<file path="src/rtl/ysyx_23060184_rf_wb_sched_if.sv">
// ysyx_23060184_rf_wb_sched_if
// Bundles the issue handshake, the two write-back handshakes, the register
// file write port and the scoreboard status of the write-back scheduler.
//   slave  : scheduler side (drives iss_ready, wbX_ready, rf_*, busy_vec, pend_cnt)
//   master : decode / requester / register-file side (drives iss_*, wbX_valid/addr/data)
interface ysyx_23060184_rf_wb_sched_if #(
    parameter int unsigned ADDR_WIDTH = 5,
    parameter int unsigned DATA_WIDTH = 32,
    parameter int unsigned MAX_PEND   = 4
);
    localparam int unsigned NREG  = 2 ** ADDR_WIDTH;
    localparam int unsigned CNT_W = $clog2(MAX_PEND + 1);

    // issue
    logic                  iss_valid;
    logic                  iss_ready;
    logic [ADDR_WIDTH-1:0] iss_rs1;
    logic [ADDR_WIDTH-1:0] iss_rs2;
    logic [ADDR_WIDTH-1:0] iss_rd;
    logic                  iss_wen;
    // ALU write-back
    logic                  wb0_valid;
    logic                  wb0_ready;
    logic [ADDR_WIDTH-1:0] wb0_addr;
    logic [DATA_WIDTH-1:0] wb0_data;
    // LSU write-back
    logic                  wb1_valid;
    logic                  wb1_ready;
    logic [ADDR_WIDTH-1:0] wb1_addr;
    logic [DATA_WIDTH-1:0] wb1_data;
    // register-file write port and status
    logic                  rf_wen;
    logic [ADDR_WIDTH-1:0] rf_waddr;
    logic [DATA_WIDTH-1:0] rf_wdata;
    logic [NREG-1:0]       busy_vec;
    logic [CNT_W-1:0]      pend_cnt;

    modport slave (
        input  iss_valid, iss_rs1, iss_rs2, iss_rd, iss_wen,
        input  wb0_valid, wb0_addr, wb0_data,
        input  wb1_valid, wb1_addr, wb1_data,
        output iss_ready, wb0_ready, wb1_ready,
        output rf_wen, rf_waddr, rf_wdata, busy_vec, pend_cnt
    );

    modport master (
        output iss_valid, iss_rs1, iss_rs2, iss_rd, iss_wen,
        output wb0_valid, wb0_addr, wb0_data,
        output wb1_valid, wb1_addr, wb1_data,
        input  iss_ready, wb0_ready, wb1_ready,
        input  rf_wen, rf_waddr, rf_wdata, busy_vec, pend_cnt
    );
endinterface

</file>
<file path="src/rtl/ysyx_23060184_rf_wb_sched.sv">
// ysyx_23060184_rf_wb_sched
// Write-back scheduler and hazard scoreboard for the NPC register file.
// Tracks in-flight register writes, stalls issue on RAW/WAW hazards or when
// MAX_PEND writes are outstanding, arbitrates the single register-file write
// port round-robin between the ALU (wb0) and LSU (wb1) and drives a
// registered write strobe/address/data.
// Ports:
//   clk   : clock, all state on posedge
//   reset : synchronous active-high reset
//   bus   : slave modport carrying issue, write-back, rf write and status signals
module ysyx_23060184_rf_wb_sched #(
    parameter int unsigned ADDR_WIDTH = 5,
    parameter int unsigned DATA_WIDTH = 32,
    parameter int unsigned MAX_PEND   = 4
) (
    input  logic                           clk,
    input  logic                           reset,
    ysyx_23060184_rf_wb_sched_if.slave     bus
);
    localparam int unsigned NREG  = 2 ** ADDR_WIDTH;
    localparam int unsigned CNT_W = $clog2(MAX_PEND + 1);

    typedef enum logic {
        GNT_WB0 = 1'b0,
        GNT_WB1 = 1'b1
    } gnt_e;

    gnt_e                  last_gnt, last_gnt_next;
    logic [NREG-1:0]       busy, busy_next;
    logic [CNT_W-1:0]      pend, pend_next;
    logic                  rf_wen_q;
    logic [ADDR_WIDTH-1:0] rf_waddr_q;
    logic [DATA_WIDTH-1:0] rf_wdata_q;

    logic                  iss_ready;
    logic                  gnt0, gnt1;
    logic                  wr_fire;
    logic [ADDR_WIDTH-1:0] wr_addr;
    logic [DATA_WIDTH-1:0] wr_data;
    logic                  issue_set;
    logic                  retire;

    // Issue gating: operands and destination must be free and a slot available.
    always_comb begin
        iss_ready = ~busy[bus.iss_rs1] & ~busy[bus.iss_rs2]
                  & (~bus.iss_wen | ~busy[bus.iss_rd])
                  & (pend < CNT_W'(MAX_PEND));
    end

    // Arbiter output: grant is a pure function of the valids and last_gnt.
    always_comb begin
        gnt0 = bus.wb0_valid & (~bus.wb1_valid | (last_gnt == GNT_WB1));
        gnt1 = bus.wb1_valid & (~bus.wb0_valid | (last_gnt == GNT_WB0));
    end

    // Arbiter next state: only a fired grant moves the round-robin pointer.
    always_comb begin
        last_gnt_next = last_gnt;
        if (gnt0) begin
            last_gnt_next = GNT_WB0;
        end else if (gnt1) begin
            last_gnt_next = GNT_WB1;
        end
    end

    always_comb begin
        wr_fire   = gnt0 | gnt1;
        wr_addr   = gnt0 ? bus.wb0_addr : bus.wb1_addr;
        wr_data   = gnt0 ? bus.wb0_data : bus.wb1_data;
        issue_set = bus.iss_valid & iss_ready & bus.iss_wen & (bus.iss_rd != '0);
        // A write-back to a register that is not busy is still committed but
        // does not retire anything.
        retire    = rf_wen_q & busy[rf_waddr_q];
    end

    // Set and clear never hit the same bit in one cycle: issue needs the bit
    // clear, retire needs it set.
    always_comb begin
        busy_next = busy;
        if (issue_set) begin
            busy_next[bus.iss_rd] = 1'b1;
        end
        if (retire) begin
            busy_next[rf_waddr_q] = 1'b0;
        end
        busy_next[0] = 1'b0;
    end

    always_comb begin
        pend_next = pend;
        case ({issue_set, retire})
            2'b10:   pend_next = pend + CNT_W'(1);
            2'b01:   pend_next = pend - CNT_W'(1);
            default: pend_next = pend;
        endcase
    end

    always_ff @(posedge clk) begin
        if (reset) begin
            last_gnt   <= GNT_WB1;
            busy       <= '0;
            pend       <= '0;
            rf_wen_q   <= 1'b0;
            rf_waddr_q <= '0;
            rf_wdata_q <= '0;
        end else begin
            last_gnt <= last_gnt_next;
            busy     <= busy_next;
            pend     <= pend_next;
            // Writes to x0 are accepted on the handshake but never strobed.
            rf_wen_q <= wr_fire & (wr_addr != '0);
            if (wr_fire) begin
                rf_waddr_q <= wr_addr;
                rf_wdata_q <= wr_data;
            end
        end
    end

    always_comb begin
        bus.iss_ready = iss_ready;
        bus.wb0_ready = gnt0;
        bus.wb1_ready = gnt1;
        bus.rf_wen    = rf_wen_q;
        bus.rf_waddr  = rf_waddr_q;
        bus.rf_wdata  = rf_wdata_q;
        bus.busy_vec  = busy;
        bus.pend_cnt  = pend;
    end
endmodule

</file>
<file path="src/flat_wrapper.sv">
// flat-port wrapper written by rule: the top's interface ports become plain ports
module ysyx_23060184_rf_wb_sched_flat 
#(
    parameter int unsigned ADDR_WIDTH = 5,
    parameter int unsigned DATA_WIDTH = 32,
    parameter int unsigned MAX_PEND   = 4
)
  (clk, reset, bus_iss_valid, bus_iss_rs1, bus_iss_rs2, bus_iss_rd, bus_iss_wen, bus_wb0_valid, bus_wb0_addr, bus_wb0_data, bus_wb1_valid, bus_wb1_addr, bus_wb1_data, bus_iss_ready, bus_wb0_ready, bus_wb1_ready, bus_rf_wen, bus_rf_waddr, bus_rf_wdata, bus_busy_vec, bus_pend_cnt);
  ysyx_23060184_rf_wb_sched_if #(.ADDR_WIDTH(ADDR_WIDTH), .DATA_WIDTH(DATA_WIDTH), .MAX_PEND(MAX_PEND)) bus_i ();
  input  logic clk;
  input  logic reset;
  input wire logic [$bits(bus_i.iss_valid)-1:0] bus_iss_valid;
  input wire logic [$bits(bus_i.iss_rs1)-1:0] bus_iss_rs1;
  input wire logic [$bits(bus_i.iss_rs2)-1:0] bus_iss_rs2;
  input wire logic [$bits(bus_i.iss_rd)-1:0] bus_iss_rd;
  input wire logic [$bits(bus_i.iss_wen)-1:0] bus_iss_wen;
  input wire logic [$bits(bus_i.wb0_valid)-1:0] bus_wb0_valid;
  input wire logic [$bits(bus_i.wb0_addr)-1:0] bus_wb0_addr;
  input wire logic [$bits(bus_i.wb0_data)-1:0] bus_wb0_data;
  input wire logic [$bits(bus_i.wb1_valid)-1:0] bus_wb1_valid;
  input wire logic [$bits(bus_i.wb1_addr)-1:0] bus_wb1_addr;
  input wire logic [$bits(bus_i.wb1_data)-1:0] bus_wb1_data;
  output wire logic [$bits(bus_i.iss_ready)-1:0] bus_iss_ready;
  output wire logic [$bits(bus_i.wb0_ready)-1:0] bus_wb0_ready;
  output wire logic [$bits(bus_i.wb1_ready)-1:0] bus_wb1_ready;
  output wire logic [$bits(bus_i.rf_wen)-1:0] bus_rf_wen;
  output wire logic [$bits(bus_i.rf_waddr)-1:0] bus_rf_waddr;
  output wire logic [$bits(bus_i.rf_wdata)-1:0] bus_rf_wdata;
  output wire logic [$bits(bus_i.busy_vec)-1:0] bus_busy_vec;
  output wire logic [$bits(bus_i.pend_cnt)-1:0] bus_pend_cnt;
  assign bus_i.iss_valid = bus_iss_valid;
  assign bus_i.iss_rs1 = bus_iss_rs1;
  assign bus_i.iss_rs2 = bus_iss_rs2;
  assign bus_i.iss_rd = bus_iss_rd;
  assign bus_i.iss_wen = bus_iss_wen;
  assign bus_i.wb0_valid = bus_wb0_valid;
  assign bus_i.wb0_addr = bus_wb0_addr;
  assign bus_i.wb0_data = bus_wb0_data;
  assign bus_i.wb1_valid = bus_wb1_valid;
  assign bus_i.wb1_addr = bus_wb1_addr;
  assign bus_i.wb1_data = bus_wb1_data;
  assign bus_iss_ready = bus_i.iss_ready;
  assign bus_wb0_ready = bus_i.wb0_ready;
  assign bus_wb1_ready = bus_i.wb1_ready;
  assign bus_rf_wen = bus_i.rf_wen;
  assign bus_rf_waddr = bus_i.rf_waddr;
  assign bus_rf_wdata = bus_i.rf_wdata;
  assign bus_busy_vec = bus_i.busy_vec;
  assign bus_pend_cnt = bus_i.pend_cnt;
  ysyx_23060184_rf_wb_sched #(.ADDR_WIDTH(ADDR_WIDTH), .DATA_WIDTH(DATA_WIDTH), .MAX_PEND(MAX_PEND)) u_core (.clk(clk), .reset(reset), .bus(bus_i));
endmodule
</file>
<file path="config.mk">
export PLATFORM = sky130hd
export DESIGN_NAME = ysyx_23060184_rf_wb_sched_flat
export DESIGN_NICKNAME = d
export VERILOG_FILES = /design/src/rtl/ysyx_23060184_rf_wb_sched_if.sv /design/src/rtl/ysyx_23060184_rf_wb_sched.sv /design/src/flat_wrapper.sv
export SDC_FILE = /design/constraint.sdc
export NUM_CORES = 1
export LEC_CHECK = 0
export CAP_MARGIN = 20
export CORE_UTILIZATION = 45
export DETAILED_ROUTE_END_ITERATION = 16
export HOLD_SLACK_MARGIN = 0.05
export PLACE_DENSITY = 0.91
export SYNTH_ARGS = -nofsm -noshare
export SYNTH_HDL_FRONTEND = slang
export SYNTH_SLANG_ARGS = --single-unit
</file>
<file path="constraint.sdc">
create_clock -name clk -period 10 [get_ports clk]
set_clock_uncertainty 0.05 [all_clocks]
set_input_delay 2.5 -clock clk [delete_from_list [all_inputs] [get_ports clk]]
set_output_delay 2.5 -clock clk [all_outputs]
set_load 0.02 [all_outputs]
</file>
Yosys cells after proc, flatten, opt, wreduce, memory -nomap -nowiden
Cells that the tools add are included.
- add/sub/neg operators: 2
- order comparisons: 7
- eq/ne operators: 2
- multiplexer cells: 19
- bitwise logic cells: 24
- reductions and logical operators: 6
- operators by type and width (kind ; count):
    $mux W32 ; 3
    $and A32 B32 Y32 ; 1
    $not A32 Y32 ; 1
    $or A32 B32 Y32 ; 1
    $lt A5 B6 Y1 const B ; 4
    $bmux W1 S5 ; 4
    $and A1 B1 Y1 ; 10
    $demux W1 S5 ; 2
    $ge A5 B1 Y1 const B ; 2
    $reduce_bool A5 Y1 ; 2
    $mux W1 ; 8
    $not A1 Y1 ; 7
    $pmux W3 S2 ; 1
    $mux W5 ; 1
    $or A1 B1 Y1 ; 4
    $reduce_bool A2 Y1 ; 2
    $add A3 B1 Y3 const B ; 1
    $lt A3 B3 Y1 const B ; 1
    $sub A3 B1 Y3 const B ; 1
    $eq A2 B1 Y1 const B ; 1
    $eq A2 B2 Y1 const B ; 1
    $logic_and A1 B1 Y1 ; 2
- register bits: 74
- input port bits: 95
- output and inout bits: 76

Depth between registers and ports, before layout
- depth in word-level cells: 12
- depth in mapped cells: 13
- gate-level depth less buffers: 11

Worst setup path before layout
No wires, ideal clock.
- path type: input to output
- from: input bus_iss_rs1[0]
- to: output bus_iss_ready
- arrival time: 4.269 ns
- data required time: 7.450 ns
- setup slack: 3.181 ns
- stages on the path: 7
- cells stage by stage: clkbuf_1 -> mux4_2 -> o32a_1 -> o2111ai_1 -> o31a_4 -> nand3_1 -> nor2_1
- longest elaborated chain between the ends: 6
- ends and longest elaborated chain (item ; RTL line ; source):
    start: declaration ; flat_wrapper.sv:13 ; input wire logic [$bits(bus_i.iss_rs1)-1:0] bus_iss_rs1;
    $bmux W1 S5 ; ysyx_23060184_rf_wb_sched.sv:45 ; iss_ready = ~busy[bus.iss_rs1] & ~busy[bus.iss_rs2]
    $mux W1 (implied by the code) ; ysyx_23060184_rf_wb_sched.sv:45 ;
    $not A1 Y1 ; ysyx_23060184_rf_wb_sched.sv:45 ;
    $and A1 B1 Y1 ; ysyx_23060184_rf_wb_sched.sv:45 ;
    $and A1 B1 Y1 ; ysyx_23060184_rf_wb_sched.sv:46 ; & (~bus.iss_wen | ~busy[bus.iss_rd])
    $and A1 B1 Y1 ; ysyx_23060184_rf_wb_sched.sv:47 ; & (pend < CNT_W'(MAX_PEND));
    end: declaration ; flat_wrapper.sv:23 ; output wire logic [$bits(bus_i.iss_ready)-1:0] bus_iss_ready;
Every way passes these cells. The select of a mux whose other input is x is not followed.

Final worst setup path
- from: input bus_iss_rd[1]
- to: output bus_iss_ready
- longest elaborated chain between the ends: 6
- ends and longest elaborated chain (item ; RTL line ; source):
    start: declaration ; flat_wrapper.sv:15 ; input wire logic [$bits(bus_i.iss_rd)-1:0] bus_iss_rd;
    $bmux W1 S5 ; ysyx_23060184_rf_wb_sched.sv:46 ;
    $mux W1 (implied by the code) ; ysyx_23060184_rf_wb_sched.sv:46 ;
    $not A1 Y1 ; ysyx_23060184_rf_wb_sched.sv:46 ;
    $or A1 B1 Y1 ; ysyx_23060184_rf_wb_sched.sv:46 ;
    $and A1 B1 Y1 ; ysyx_23060184_rf_wb_sched.sv:46 ;
    $and A1 B1 Y1 ; ysyx_23060184_rf_wb_sched.sv:47 ;
Every way passes these cells. The select of a mux whose other input is x is not followed.

==> impl_metrics.ini <==
[outcome]
run_status = finished, final reports clean

[sta]
max_freq_mhz = 124
slew_viol_final = 0
setup_viol = 0
final.setup.tns_ps = 0
relSlewSlack_pct = 34.4
grt_setup_unrepaired = false
worst_slew_pin_slew_ps = 981
fin_crit_sh_pct = 80.4
timing.final.crit_period_ps = 8040
hold_violations = 0
worst_hold_slack_ps = 449

[yosys]
synth-seq-area-share_pct = 30.2
synth-edff-count = 0
yosys.area.top_type = dfxtp_1
synthCells = 583
synth_nets = 680
ys_top_cells_by_area = dfxtp_1, nor2_1, mux4_2
async_flop_share_pct = 0
synth_cell_type_count = 61
synthDominantCellAreaShare_pct = 30.2
ys_warn_count = 0
avgSynthCellArea_sq_um = 8.31
synth_area_sq_um = 4840
synthFlopType = dfxtp_1
ys_ff_latch = 73

[clocking]
clock_latency_ps = 360
ctsHtreeMaxLevel = 3
cts_resized = 0
postCtsHoldBufs = 0
clock-sinks = 73
cts_setup_buffers = 0
cts_root_buffer = clkbuf_8
clk_pin_slew_ps = 80
cts-buffers-inserted = 9
ctsLongestPathBuffers = 2
cts_tree = done

[routing]
drt_iter0_markers = 552
firstDrtPassIters = 5
postRouteAntennaNets = 0
vias_per_cell = 6.26
wl_per_cell_microns = 20.4
via_count = 5381
drc = 0
routed_wl_microns = 17500

[die]
ios = 171
die_h_microns = 106
std_cell_rows = 37
start_util_pct = 46.7
die_w_microns = 106
coreArea_sq_um = 10400
die-area_sq_um = 11200

[global_routing]
grt_max_degree = 74
grt-ovfl-total = 0
grt_use_total_pct = 31.4
grt_pass1_wl_microns = 27400
grt_antenna_before_repair = 0
first_global_vias = 5419

[pwr]
leakagePower_uw = 0.00230
vdd_ir_drop_max_mv = 0.100
p_per_area_nw_per_um2 = 110
finalPower_uw = 741

[hold_path]
min_to = u_core.bus.rf_wdata[2]
min_from = u_core.bus.rf_wdata[2]
hold_class = reg -> reg
holdPathStages = 2

[worst_setup_path]
crit_slowest_cell = clkdlybuf4s50_1
crit_family = buffers and inverters
worstPathRequired_ps = 7450
regToRegStartpoint = u_core.bus.rf_waddr[1]
cp-start-kind = primary input
cp.arrival_ps = 5490
crit_type = in -> out
reg2reg_depth = 11
crit_top_cell = clkdlybuf4s50_1
cp_num_buf_inv = 2
r2r_setup_slack_ps = 6290
timing.rr.end = u_core.bus.pend_cnt[2]
critPathMaxStageDelay_ps = 1050
crit_chain = clkdlybuf4s50_1, mux2_2, a22oi_1, nand4_1, a21oi_2, nor2b_1, nor2_1, clkdlybuf4s50_1
cp_max_fo = 20
cp-end-kind = output port

[place]
hpwlAfterDp_microns = 12400
gp_congestion = 0.971
io_buffers = 169

[layout]
nNetsFinal = 815
num_antenna_cells = 0
drive_gt1_share_pct = 11.1
areaGrowthSynthToFinish_pct = 38.7
fillers = 815

[run]
maxCapViolCount = 0
-- per-stage QoR --
step                instance area, sq um  cells  util, %  setup slack (ps)
finish                              6710    859     64.7              1960
global route                        6710    859     64.7              1800
CTS                                 6710    859     64.7              1990
detailed placement                  6520    843     62.8              2000
global placement                    6520    843     62.8              2040
floorplan                           4840    583        -              3180
-- final cells by class --
type | count | area, sq um | share of cell area [%]
multi-input cells | 416 | 3000 | 44.6
repair buffers | 174 | 1720 | 25.7
flip-flops and latches | 73 | 1460 | 21.8
well taps | 136 | 170 | 2.53
inverters | 44 | 165 | 2.46
clock buffers | 11 | 141 | 2.11
clock inverters | 5 | 55.1 | 0.820
-- layout by cell type, fill, tap and decap left out, drive strengths merged, types with 15 or more instances in the layout --
master and instances:
nand2 31, mux2i 16, a2111oi 36, nor4 24
mux2 17, nor2 122, dfxtp 73, mux4 15
a211oi 29, inv 44, clkdlybuf4s50 168
-- worst register-to-register path: cells and delay by family (launching register included) --
family | cells | cell delay, ps
compound gates | 4 | 700
xor+xnor | 1 | 140
fa+ha+maj | 2 | 630
buf+inv | 1 | 310
flops | 1 | 880
simple gates | 3 | 940
-- cells by family after synthesis --
family,Yosys count,share of synthesized area (%)
AOI/OAI and AO/OA,130,22.5
xor gates and xnor gates,2,0.362
adders and majority gates,2,0.672
buffers and inverters,94,8.01
DFF,73,30.2
muxes,48,14.2
other,1,0.0774
and+or+nand+nor,233,24.0
-- synthesized netlist by cell type, types with 5 or more instances --
master     number
nand2_1        31
a31oi_1        10
a2111oi_0       5
nor4_1         22
dfxtp_1        73
clkbuf_1       38
a211oi_1       29
mux2_2         17
a2111oi_1      31
a21oi_1        13
nor2_1        122
a311oi_1        6
mux2i_1        16
nand2b_1        9
mux4_2         15
o22ai_1         7
nor3_1          7
o221a_2         9
inv_1          44
-- report_power, final --
part	switching [uW]	internal (uW)	total, uW
Sequential	17.9	305	323
Combinational	91.8	89.1	181
Clock	115	121	237
Total	225	515	741
-- worst max path at each step --
stage,startpoint,to,slack [ps],depth (start not counted)
after CTS,bus_iss_rd[1],bus_iss_ready,1990,8
after floorplan,bus_iss_rs1[0],bus_iss_ready,3180,7
after global routing,bus_iss_rd[1],bus_iss_ready,1800,8
final,bus_iss_rd[1],bus_iss_ready,1960,8
after global placement,bus_iss_rd[1],bus_iss_ready,2040,8
after detailed placement,bus_iss_rd[1],bus_iss_ready,2000,8
-- metal layers --
metal | routed length [microns] | track usage (%) | up-vias
li1 | - | - | 2429
met2 | 8180 | 51.3 | 380
met1 | 6550 | 36.6 | 2494
met3 | 2030 | 8.41 | 78
met5 | 0 | 0 | -
met4 | 747 | 18.9 | 0
-- sequential cells by signal, summed over array words and instances (netlist names) --
register and count:
u_core.bus.rf_wdata 32, u_core.bus.busy_vec 31, u_core.bus.rf_waddr 5, u_core.bus.pend_cnt 3
u_core.bus.rf_wen 1, u_core.last_gnt 1
Note: power is estimated with default switching activity, not from simulation.
